$ cat src/rtl/cla_seq_pkg.sv
// Shared types and constants for the nibble-serial CLA adder.
// Holds the FSM state encoding and the counter-width helper.
package cla_seq_pkg;

    typedef enum logic [1:0] {IDLE, RUN, DONE} state_t;

    localparam int NIBBLE_W = 4;

    // A single-nibble datapath still needs a 1-bit counter.
    function automatic int cnt_width(input int nibbles);
        return (nibbles > 1) ? $clog2(nibbles) : 1;
    endfunction

endpackage

$ cat src/rtl/four_bit_cla.sv
// 4-bit carry-lookahead adder slice.
// Also exposes group generate/propagate and the internal carries.
module four_bit_cla (
    input  logic [3:0] a,
    input  logic [3:0] b,
    input  logic       cin,
    output logic [3:0] s,
    output logic       cout,
    output logic       g_o,
    output logic       p_o,
    output logic [3:0] c
);
    logic [3:0] g;
    logic [3:0] p;

    assign g = a & b;
    assign p = a ^ b;

    assign c[0] = cin;
    assign c[1] = g[0] | (p[0] & cin);
    assign c[2] = g[1] | (p[1] & g[0]) | (p[1] & p[0] & cin);
    assign c[3] = g[2] | (p[2] & g[1]) | (p[2] & p[1] & g[0])
                | (p[2] & p[1] & p[0] & cin);

    assign g_o  = g[3] | (p[3] & g[2]) | (p[3] & p[2] & g[1])
                | (p[3] & p[2] & p[1] & g[0]);
    assign p_o  = &p;
    assign cout = g_o | (p_o & cin);
    assign s    = p ^ c;

endmodule

$ cat src/rtl/cla_seq_adder.sv
// WIDTH-bit add/subtract that reuses one 4-bit CLA, one nibble per clock,
// LSB nibble first, with valid/ready request and result handshakes.
module cla_seq_adder
    import cla_seq_pkg::*;
#(
    parameter int WIDTH = 16
) (
    input  logic             clk,
    input  logic             rst_n,
    input  logic             start_valid,
    output logic             start_ready,
    input  logic [WIDTH-1:0] a,
    input  logic [WIDTH-1:0] b,
    input  logic             cin,
    input  logic             sub,
    output logic             res_valid,
    input  logic             res_ready,
    output logic [WIDTH-1:0] sum,
    output logic             cout,
    output logic             overflow,
    output logic             zero
);
    localparam int NIBBLES = WIDTH / NIBBLE_W;
    localparam int CNT_W   = cnt_width(NIBBLES);

    generate
        if ((WIDTH < NIBBLE_W) || (WIDTH % NIBBLE_W != 0)) begin : g_bad_width
            $error("cla_seq_adder: WIDTH must be a multiple of 4 and >= 4");
        end
    endgenerate

    state_t             state_q, state_d;
    logic [WIDTH-1:0]   a_q, a_d;
    logic [WIDTH-1:0]   b_q, b_d;
    logic               carry_q, carry_d;
    logic [CNT_W-1:0]   cnt_q, cnt_d;
    logic [WIDTH-1:0]   sum_q, sum_d;
    logic               cout_q, cout_d;
    logic               ovf_q, ovf_d;
    logic               zero_q, zero_d;

    logic [NIBBLE_W-1:0] cla_a, cla_b, cla_s;
    logic                cla_cout;
    logic [WIDTH-1:0]    sum_next;
    int                  nib_idx;

    always_comb begin
        nib_idx = int'(cnt_q);
        cla_a   = a_q[nib_idx*NIBBLE_W +: NIBBLE_W];
        cla_b   = b_q[nib_idx*NIBBLE_W +: NIBBLE_W];
    end

    four_bit_cla u_cla (
        .a    (cla_a),
        .b    (cla_b),
        .cin  (carry_q),
        .s    (cla_s),
        .cout (cla_cout),
        .g_o  (),
        .p_o  (),
        .c    ()
    );

    always_comb begin
        state_d  = state_q;
        a_d      = a_q;
        b_d      = b_q;
        carry_d  = carry_q;
        cnt_d    = cnt_q;
        sum_d    = sum_q;
        cout_d   = cout_q;
        ovf_d    = ovf_q;
        zero_d   = zero_q;

        // Result as it will look once the current nibble lands; flags on the
        // last pass are derived from this rather than the stale register.
        sum_next = sum_q;
        sum_next[nib_idx*NIBBLE_W +: NIBBLE_W] = cla_s;

        case (state_q)
            IDLE: begin
                if (start_valid) begin
                    a_d     = a;
                    b_d     = sub ? ~b : b;
                    carry_d = cin ^ sub;
                    cnt_d   = '0;
                    state_d = RUN;
                end
            end
            RUN: begin
                sum_d   = sum_next;
                carry_d = cla_cout;
                cnt_d   = cnt_q + CNT_W'(1);
                if (cnt_q == CNT_W'(NIBBLES - 1)) begin
                    cnt_d   = '0;
                    cout_d  = cla_cout;
                    ovf_d   = (a_q[WIDTH-1] == b_q[WIDTH-1]) &&
                              (sum_next[WIDTH-1] != a_q[WIDTH-1]);
                    zero_d  = (sum_next == '0);
                    state_d = DONE;
                end
            end
            DONE: begin
                if (res_ready) state_d = IDLE;
            end
            default: state_d = IDLE;
        endcase
    end

    always_ff @(posedge clk) begin
        if (!rst_n) begin
            state_q <= IDLE;
            a_q     <= '0;
            b_q     <= '0;
            carry_q <= 1'b0;
            cnt_q   <= '0;
            sum_q   <= '0;
            cout_q  <= 1'b0;
            ovf_q   <= 1'b0;
            zero_q  <= 1'b0;
        end else begin
            state_q <= state_d;
            a_q     <= a_d;
            b_q     <= b_d;
            carry_q <= carry_d;
            cnt_q   <= cnt_d;
            sum_q   <= sum_d;
            cout_q  <= cout_d;
            ovf_q   <= ovf_d;
            zero_q  <= zero_d;
        end
    end

    assign start_ready = (state_q == IDLE);
    assign res_valid   = (state_q == DONE);
    assign sum         = sum_q;
    assign cout        = cout_q;
    assign overflow    = ovf_q;
    assign zero        = zero_q;

endmodule
$ cat config.mk
export PLATFORM = sky130hd
export DESIGN_NAME = cla_seq_adder
export DESIGN_NICKNAME = d
export VERILOG_FILES = /design/src/rtl/cla_seq_pkg.sv /design/src/rtl/four_bit_cla.sv /design/src/rtl/cla_seq_adder.sv
export SDC_FILE = /design/constraint.sdc
export NUM_CORES = 1
export LEC_CHECK = 0
export CAP_MARGIN = 5
export CORE_MARGIN = 2
export CORE_UTILIZATION = 55
export CTS_CLUSTER_DIAMETER = 150
export DETAILED_ROUTE_END_ITERATION = 16
export PLACE_DENSITY = 0.85
export SKIP_LAST_GASP = 1
export SLEW_MARGIN = 20
export SYNTH_ARGS = -nofsm -noshare
export SYNTH_HDL_FRONTEND = slang
export SYNTH_SLANG_ARGS = --single-unit
$ cat constraint.sdc
create_clock -name clk -period 7.1 [get_ports clk]
set_input_delay 2.13 -clock clk [delete_from_list [all_inputs] [get_ports clk]]
set_output_delay 2.13 -clock clk [all_outputs]
set_load 0.1 [all_outputs]
Word level (Yosys, flattened, before mapping)
Cells that the tools add are included.
{"block": "classes", "n_addsub": 2, "mul": 0, "div_mod_pow": 0, "magnitude_cmp": 0, "n_eq_ne": 8, "n_shift": 4, "mux": 11, "bitwise_logic": 30, "reduce_logical": 9}
{"cell": "$neg A4 Y33", "count": 1}
{"cell": "$shift A4 B33 Y16 const A", "count": 1}
{"cell": "$shiftx A4 B33 Y16", "count": 1}
{"cell": "$shiftx A16 B5 Y4", "count": 2}
{"cell": "$bwmux W16", "count": 1}
{"cell": "$logic_not A16 Y1", "count": 1}
{"cell": "$mux W16", "count": 1}
{"cell": "$not A16 Y16", "count": 1}
{"cell": "$and A1 B1 Y1", "count": 15}
{"cell": "$mux W2", "count": 5}
{"cell": "$or A1 B1 Y1", "count": 10}
{"cell": "$xor A4 B4 Y4", "count": 2}
{"cell": "$pmux W2 S3", "count": 1}
{"cell": "$reduce_and A2 Y1", "count": 3}
{"cell": "$and A4 B4 Y4", "count": 1}
{"cell": "$eq A2 B2 Y1 const B", "count": 2}
{"cell": "$ne A2 B2 Y1 const B", "count": 2}
{"cell": "$pmux W2 S2", "count": 1}
{"cell": "$reduce_and A4 Y1", "count": 1}
{"cell": "$reduce_and A3 Y1", "count": 1}
{"cell": "$add A2 B1 Y2 const B", "count": 1}
{"cell": "$eq A2 B1 Y1 const B", "count": 1}
{"cell": "$logic_not A2 Y1", "count": 1}
{"cell": "$ne A2 B1 Y1 const B", "count": 1}
{"cell": "other kinds (7)", "count": 7}
{"block": "word_totals", "register_bits": 56, "latch_bits": 0, "mem_bits_rw": 0, "rom_bits": 0, "in_bits": 38, "output_inout_bits": 21, "elab_cells": 73, "memories": 0}

Depth between registers and ports, before layout
Gate-level depths: netlist of the first run.
{"block": "depth", "depth_word": 11, "ltp_mapped": 8, "mapped_depth_nobuf": 7}

By module
A second synthesis of the first run with hierarchy kept.
{"block": "hier_totals", "hier_cells": 303, "hier_area_um2": 2931.6}
{"module": "cla_seq_adder", "instances": 1, "cells_each": 284, "area_per_inst_um2": 2753.9, "seq_area_each_um2": 1121.1}
{"module": "four_bit_cla", "instances": 1, "cells_each": 19, "area_per_inst_um2": 177.7, "seq_area_each_um2": 0.0}

Worst setup path after synthesis of the first run
Ideal clock, no wire load.
{"block": "synth_path", "path_type": "register to output", "from": "reg state_q[1]", "to": "out res_valid", "arrival_ns": 1.706, "required_time_ns": 4.970, "slack_ns": 3.264, "stages_incl_launch_ff": 2, "path_buffers": 0, "path_cell_list": "dfxtp_1 > nor2b_1"}
{"block": "synth_via", "elab_chain_len": 1}
{"item": "start, declared", "line": "cla_seq_adder.sv:32", "source": "state_t state_q, state_d;"}
{"item": "start signal, assigned", "line": "cla_seq_adder.sv:122", "source": "state_q <= state_d;"}
{"item": "$eq A2 B2 Y1", "line": "cla_seq_adder.sv:135", "source": "assign res_valid = (state_q == DONE);"}
{"item": "end, declared", "line": "cla_seq_adder.sv:16", "source": "output logic res_valid,"}
No other way between the ends.

Final worst setup path of the first run
Same ends and word-level chain as after synthesis.

==> results.py, run 1 <==
metrics = {
    "outcome": {
        "outcome": "finished, final reports clean",
    },
    "synth": {
        "seq_area_frac_synth": 0.391,
        "yosysMostFrequentCell": "nand2_1",
        "synthTopCellsByArea": "dfxtp_1 39%, nand2_1 8.1%, mux4_2 6.3%",
        "synthFlopType": "dfxtp_1",
        "async_reset_ff_frac": 0,
        "netlist.top_cell.by_area": "dfxtp_1",
        "synth_commonest_cells": "62 x nand2_1, 56 x dfxtp_1, 18 x nor2b_1, 18 x xnor2_1",
        "synth-seq-cells": 56,
        "synth_warnings": 0,
        "netlist_instances": 300,
        "syn_area_sq_um": 2870,
        "synth_top_area_share": 0.391,
        "syn-num-nets": 350,
        "synthDistinctLibCells": 44,
        "synth.avg_cell_area_sq_um": 9.56,
        "synth_edf_count": 0,
    },
    "worst_setup_path": {
        "arrival_ps": 2040,
        "worstPathRequired_ps": 4970,
        "r2r_start": "cnt_q[0]",
        "r2r_cells": 7,
        "crit_path_end_kind": "output pin",
        "critPathMaxFanout": 4,
        "r2r-end": "zero",
        "startpoint_type": "register",
        "path_class": "register to output pin",
        "regToRegSetupSlack_ps": 3920,
    },
    "route": {
        "wire_per_inst_um": 14.6,
        "via_per_inst": 5.58,
        "ant_nets": 0,
        "drcViolationCount": 0,
        "wirelength_um": 6090,
        "drtIter0Drc": 171,
        "vias": 2333,
        "drtPass1Iterations": 5,
    },
    "pwr": {
        "vdd_drop_max_mv": 0.164,
        "p_per_area_nw_per_um2": 197,
        "power_leakage_nw": 1.41,
        "total_power_uw": 705,
    },
    "global_routing": {
        "grtUsageTotal": 0.218,
        "grt_pass1_vias": 2166,
        "overflow": 0,
        "grt_pass1_wl_um": 10300,
        "grt_start_max_net_pins": 58,
        "antenna_found_initial": 0,
    },
    "cells_and_area": {
        "final_nets": 397,
        "multi_input_area_sq_um": 1640,
        "antenna_cells": 0,
        "area.growth.synth_to_final_pct": 24.7,
        "nFillCells": 407,
        "drive_gt1_frac": 0.0718,
        "seqCellArea_sq_um": 1120,
    },
    "sta": {
        "rsz0062_at_grt": "false",
        "min_period_ps": 4170,
        "worst_pin_slew_ps": 982,
        "final_hold_viol_count": 0,
        "relSlewSlack": 0.343,
        "tns_ps": 0,
        "slew_viol_final": 0,
        "setup_viol": 0,
        "min_period_over_period": 0.587,
        "max_freq_mhz": 240,
        "finClkSkew_ps": 16.8,
    },
    "floorplanning": {
        "pin_count": 59,
        "core-area_sq_um": 5070,
        "die_w_um": 76.2,
        "start_util": 0.565,
        "rows": 26,
        "die_area_sq_um": 5810,
        "die_y_um": 76.2,
    },
    "flow_run": {
        "drv_cap": 0,
    },
    "min_path": {
        "hold_path_class": "register to register",
        "holdPathStages": 2,
        "min_from": "a_q[9]",
        "min_to": "a_q[9]",
    },
    "clock_tree": {
        "htree_levels": 2,
        "numCtsBuffers": 5,
        "cts_tree": "done",
        "postCtsSetupBuffers": 0,
        "cts_resized": 0,
        "clock_sinks": 56,
        "root_buffer": "clkbuf_8",
        "clk_latency_ps": 320,
        "clk_pin_slew_ps": 110,
        "clockBufferDepth": 2,
        "cts_hold_buffers": 0,
    },
    "placement": {
        "gp_congestion": 0.853,
        "hpwl_um": 4210,
        "io_buffers": 58,
    },
}
## state kept, by name (all words and copies together), names as in the netlist
signal / flops
state_q: 2
overflow: 1
cnt_q: 2
sum: 16
zero: 1
cout: 1
a_q: 16
carry_q: 1
b_q: 16
## layer usage
layer  track usage  share of wire
met2         0.350           0.50
met4        0.0873          0.018
met1         0.283           0.44
met5             0              0
met3        0.0521          0.043
## area by class of cell
| cell class | count | share of cell area |
|---|---|---|
| clock buffer | 5 | 0.0193 |
| clock inverter | 3 | 0.0133 |
| inverter | 5 | 0.00525 |
| multi-input combinational | 219 | 0.457 |
| sequential | 56 | 0.314 |
| tap | 70 | 0.0245 |
| timing repair buffer | 60 | 0.167 |
## critical path: stages (launching register included)
cell and delay (ps):
dfxtp_1 370, nor2b_1 180, clkdlybuf4s50_1 1170
## stage by stage
step	hold slack [ps]	utilization	std cells	area (sq um)	worst slack (ps)
2_1_floorplan	440	-	300	2870	3260
6_report	466	0.704	418	3570	2930
3_3_place_gp	447	0.681	410	3460	3300
5_1_grt	490	0.704	418	3570	2850
3_5_place_dp	455	0.681	410	3460	3250
4_1_cts	469	0.704	418	3570	2920
## placed cells by master, fill, tap and decap left out, types with 3 or more instances in the layout
cell / count
mux4_2: 8
dfxtp_1: 56
xnor2_1: 18
nor3_1: 5
nand2_1: 62
ha_1: 11
nor2b_1: 18
o21ai_0: 5
clkbuf_8: 5
o21a_1: 3
clkdlybuf4s50_1: 58
a21boi_0: 17
inv_1: 5
a32oi_1: 12
and2_1: 3
nor2_1: 3
o211a_1: 17
a22oi_1: 4
a21oi_1: 5
## kinds of logic (layout without fill, tap and decap cells)
kind of cell,count (synthesis),after routing,synth area share
xor+xnor,20,20,0.0611
compound gates,72,72,0.202
buf+inv,25,73,0.0388
mux,10,10,0.0702
fa+ha+maj,12,12,0.0550
flops,56,56,0.391
simple gates,105,105,0.182
## worst max path at each step
stage | depth (start not counted) | start | to
2_1_floorplan | 1 | state_q[1] | res_valid
3_3_place_gp | 5 | sub | carry_q
3_5_place_dp | 5 | sub | carry_q
4_1_cts | 2 | state_q[1] | res_valid
5_1_grt | 2 | state_q[1] | res_valid
6_report | 2 | state_q[1] | res_valid
## report_power, final
part | total (mW) | leakage, nW | internal [mW] | switching, mW
combinational | 0.146 | 0.894 | 0.0676 | 0.0785
sequential | 0.346 | 0.458 | 0.331 | 0.0144
clock | 0.213 | 0.0583 | 0.106 | 0.107
(Power assumes the default switching activity.)
==> inputs of run 2 (changes only) <==
--- a/config.mk
+++ b/config.mk
@@ -7,10 +7,10 @@
 export LEC_CHECK = 0
 export CAP_MARGIN = 5
 export CORE_MARGIN = 2
-export CORE_UTILIZATION = 55
+export CORE_UTILIZATION = 51
 export CTS_CLUSTER_DIAMETER = 150
 export DETAILED_ROUTE_END_ITERATION = 16
-export PLACE_DENSITY = 0.85
+export PLACE_DENSITY = 0.8
 export SKIP_LAST_GASP = 1
 export SLEW_MARGIN = 20
 export SYNTH_ARGS = -nofsm -noshare
==> constraint.sdc (replaced) <==
create_clock -name clk -period 4 [get_ports clk]
set_input_delay 1.2 -clock clk [delete_from_list [all_inputs] [get_ports clk]]
set_output_delay 1.2 -clock clk [all_outputs]
set_load 0.1 [all_outputs]
==> run 2 against run 1 <==
  * Power up 81%
  * Critical path type unchanged
  * Highest routed layer unchanged
  * Wire length down 1.4%
  * Largest power group unchanged
  * Via count decreased by 2.4%
  * Sequential share of layout area decreased by 0.13 points
==> results.py, run 2 (synthesis results as in run 1) <==
metrics = {
    "sta": {
        "tns_ps": 0,
        "worst_pin_slew_ps": 976,
        "whs_ps": 468,
        "rsz0062_at_grt": "false",
        "setup_ws_ps": 953,
        "slew_viol_final": 0,
        "min_period_over_period": 0.762,
        "relSlewSlack": 0.347,
        "max_freq_mhz": 328,
        "finClkSkew_ps": 10.2,
        "final_hold_viol_count": 0,
        "min_period_ps": 3050,
        "setup_viol": 0,
    },
    "global_routing": {
        "grt_pass1_vias": 2156,
        "grt_start_max_net_pins": 57,
        "overflow": 0,
        "antenna_found_initial": 0,
        "grtUsageTotal": 0.202,
        "grt_pass1_wl_um": 10000,
    },
    "pwr": {
        "power_leakage_nw": 1.42,
        "p_per_area_nw_per_um2": 355,
        "vdd_drop_max_mv": 0.210,
    },
    "clock_tree": {
        "cts_tree": "done",
        "numCtsBuffers": 5,
        "htree_levels": 2,
        "root_buffer": "clkbuf_8",
        "cts_hold_buffers": 0,
        "clock_sinks": 56,
        "cts_resized": 0,
        "clockBufferDepth": 2,
        "postCtsSetupBuffers": 0,
        "clk_latency_ps": 320,
        "clk_pin_slew_ps": 100,
    },
    "cells_and_area": {
        "antenna_cells": 0,
        "nFillCells": 490,
        "area.growth.synth_to_final_pct": 25.2,
        "final_nets": 398,
        "layout_commonest_cell": "nand2_1",
        "layout.cells.non_filler": 421,
        "final_cell_mix": "62 x nand2_1, 56 x dfxtp_1, 56 x clkdlybuf4s50_1",
        "drive_gt1_frac": 0.0802,
        "multi_input_area_sq_um": 1640,
        "seqCellArea_sq_um": 1120,
    },
    "worst_setup_path": {
        "arrival_ps": 1850,
        "critPathTopFamily": "buffers and inverters",
        "startpoint_type": "register",
        "worstPathRequired_ps": 2800,
        "cp_slowest_cell": "clkdlybuf4s50_1",
        "regToRegSetupSlack_ps": 1110,
        "critPathBufInv": 1,
        "crit_path_end_kind": "output pin",
        "crit_chain": "clkdlybuf4s50_1",
        "path_class": "register to output pin",
        "slowest_delay_ps": 1150,
        "critPathMaxFanout": 3,
    },
    "route": {
        "vias": 2277,
        "wl_met3_um": 283,
        "ant_nets": 0,
        "via_per_inst": 5.41,
        "wire_per_inst_um": 14.3,
        "drcViolationCount": 0,
        "routed-wl-met2_um": 2950,
        "met1_length_um": 2690,
        "drtPass1Iterations": 4,
        "wirelength_um": 6000,
        "drtIter0Drc": 123,
        "top_layer": "met4",
    },
    "floorplanning": {
        "core-area_sq_um": 5470,
        "die_y_um": 79.0,
        "rows": 27,
        "die_w_um": 79.0,
        "die_area_sq_um": 6240,
        "start_util": 0.524,
        "pin_count": 59,
    },
    "placement": {
        "hpwl_um": 4280,
        "dpl.cell_count": 413,
        "pre_cts_ws_ps": 1080,
        "gp_congestion": 0.825,
        "io_buffers": 58,
    },
    "min_path": {
        "hold_path_class": "register to register",
    },
    "outcome": {
        "outcome": "finished, final reports clean",
    },
    "flow_run": {
        "drv_cap": 0,
    },
}
==> run 2: cell types whose count changed in the layout (fill, tap and decap cells not counted) <==
cell,delta
buf_4,+3
clkdlybuf4s50_1,-2
clkbuf_8,+2
clkinv_4,-2
==> run 2: area by class of cell <==
cell class	instances	share of cell area
repair buffers	61	0.167
clock buffers	7	0.0268
multi-input cells	219	0.456
flip-flops and latches	56	0.312
well taps	72	0.0251
inverters	5	0.00523
clock inverters	1	0.00837
==> run 2: report_power, final <==
| part | leakage, nW | switching (mW) | total, mW | internal, mW |
|---|---|---|---|---|
| clock network | 0.0645 | 0.183 | 0.404 | 0.221 |
| registers | 0.458 | 0.0227 | 0.610 | 0.588 |
| logic | 0.901 | 0.141 | 0.261 | 0.121 |
| total | 1.42 | 0.346 | 1.28 | 0.929 |
==> run 2: final timing paths <==
check,end,from,depth (start not counted)
setup / recovery,sum[7],sum[7],1
hold reg to reg,a_q[3],a_q[3],2
setup reg to reg,zero,cnt_q[0],7
hold / removal,a_q[3],a_q[3],2
==> run 2: per-stage QoR <==
step | util | total power, mW | area, sq um
final | 0.656 | 1.28 | 3590
after floorplan | - | 0.802 | 2870
after CTS | 0.656 | 1.28 | 3590
after global placement | 0.633 | 0.878 | 3460
after detailed placement | 0.633 | 0.885 | 3460
after global routing | 0.656 | 1.33 | 3590
==> run 2: metal layers <==
metal	global-route usage	vias to the layer above
li1	-	1161
met1	0.262	1047
met2	0.328	61
met3	0.0477	8
met4	0.0741	0
met5	0	-
==> RTL edit (flow settings as in run 1) <==
Take the reset off `a_q`, `b_q` and `sum_q` and load them in a clocked block of their own.
--- a/src/rtl/cla_seq_adder.sv
+++ b/src/rtl/cla_seq_adder.sv
@@ -110,25 +110,25 @@
     always_ff @(posedge clk) begin
         if (!rst_n) begin
             state_q <= IDLE;
-            a_q     <= '0;
-            b_q     <= '0;
             carry_q <= 1'b0;
             cnt_q   <= '0;
-            sum_q   <= '0;
             cout_q  <= 1'b0;
             ovf_q   <= 1'b0;
             zero_q  <= 1'b0;
         end else begin
             state_q <= state_d;
-            a_q     <= a_d;
-            b_q     <= b_d;
             carry_q <= carry_d;
             cnt_q   <= cnt_d;
-            sum_q   <= sum_d;
             cout_q  <= cout_d;
             ovf_q   <= ovf_d;
             zero_q  <= zero_d;
         end
+    end
+
+    always_ff @(posedge clk) begin
+        a_q   <= a_d;
+        b_q   <= b_d;
+        sum_q <= sum_d;
     end
 
     assign start_ready = (state_q == IDLE);
Behaviour: differs if rst_n is asserted again (counterexample within 4 cycles, from zero or initial values and one cycle with rst_n low); with rst_n held inactive, the same outputs for 10 cycles.
==> RTL edit against run 1 <==
- cell area is 2.2% lower
- critical path depth stayed put
- wire length is 13% lower
- sequential cell count stayed put
- maximum frequency is 1.5% higher
- synthesized area is 2.4% lower
- via count is 20% lower
- register-to-register slack worse by 0.38 ns
- power is 11% higher
- setup slack better by 0.062 ns
- sequential power is 17% higher
- synthesized cell count is 32% lower
- count of clock-buffer cells in the layout is 2 higher
- largest cell class is now flip-flops and latches
- largest power group unchanged
==> RTL edit: results (changes against run 1) <==
Status
  – Run status: finished clean

Timing
  – Fmax: 243 MHz (+1.5%)
  – Clk_skew: 0.00873 ns (-0.00803 ns)
  – Hold WS: 0.533 ns (+0.0667 ns)
  – Slew margin rel.: 0.329 (-0.0143)

Layout
  – Final Non-Filler Cells: 329 (-21%)
  – CLK BUF: 7 (+2)
  – Non-clock buffers: 58 (-3.3%)
  – Nets: 311 (-22%)
  – Inverter count: 15 (+10)
  – Layout cells sized above 1: 0.0878 (+0.0159)
  – FF/Latch Area: 0.00160 mm² (+43%)
  – Signal buf overhead: 0.166 (-0.000478)

Logic synthesis
  – Synth area leaders: edfxtp_1, mux4_2, dfxtp_1
  – Adder-Cell Fraction of Synth Area: 0.0563 (+0.00135)
  – Post-synthesis mux area share: 0.0679 (-0.00230)
  – Synth Area in XOR/XNOR: 0.0563 (-0.00476)
  – Syn Nets: 255 (-27%)
  – Register area share after synthesis: 0.572 (+0.181)
  – Number of enable flip-flop cells after synthesis: 48 (+48)
  – Synth top cells by count: edfxtp_1, xor2_1, inv_1
  – Number of library cell types mapped by synthesis: 55 (+25%)

Place
  – Placed cell area: 0.00341 mm² (-1.3%)
  – Post-DP HPWL: 4030 µm (-4.3%)
  – Dpl cells: 321 (-22%)
  – GPL Wtd Cong: 0.865 (+1.5%)

Hold path
  – Hold Path Sink: cout$_SDFFE_PN0P_
  – Hold path startpoint: cout$_SDFFE_PN0P_
  – Hold depth: 1 (-1)

Pwr
  – Sequential power share: 0.516 (+0.026)
  – Total combinational power: 0.216 mW (+48%)
  – Leak: 1.28 nW (-9.4%)

Routing
  – Avg WL per Cell: 16.1 µm (+10%)

Global routing
  – Met3 Resource Use GR: 0.0384 (-0.0138)
  – Met2 usage: 0.363 (+0.0128)
  – Total GRT Usage: 0.208 (-0.0105)
  – Met1 usage: 0.258 (-0.0252)
  – Largest net degree at the start of global routing: 36 (-38%)

Worst setup path
  – Critical Path AT: 1.98 ns (-0.06 ns)
  – Max stage delay on crit path: 1.15 ns (-0.02 ns)
==> RTL edit: cell types whose count changed after synthesis, sizes merged, moves of 13 or more <==
cell    delta
nand2     -53
a21boi    -16
nor2b     -13
edfxtp    +48
xor2      +14
o211a     -16
xnor2     -16
dfxtp     -48
==> RTL edit: per-layer routing <==
| layer | part of all wire | vias to the layer above |
|---|---|---|
| met2 | 0.52 | 77 |
| met4 | 0.028 | 0 |
| met1 | 0.40 | 877 |
| met5 | 0 | - |
| li1 | - | 891 |
| met3 | 0.047 | 16 |
==> RTL edit: cell families after synthesis <==
family,count (synthesis)
DFF,56
adders and majority gates,12
muxes,9
xor gates and xnor gates,18
and+or+nand+nor,47
AOI/OAI and AO/OA,39
buffers and inverters,24
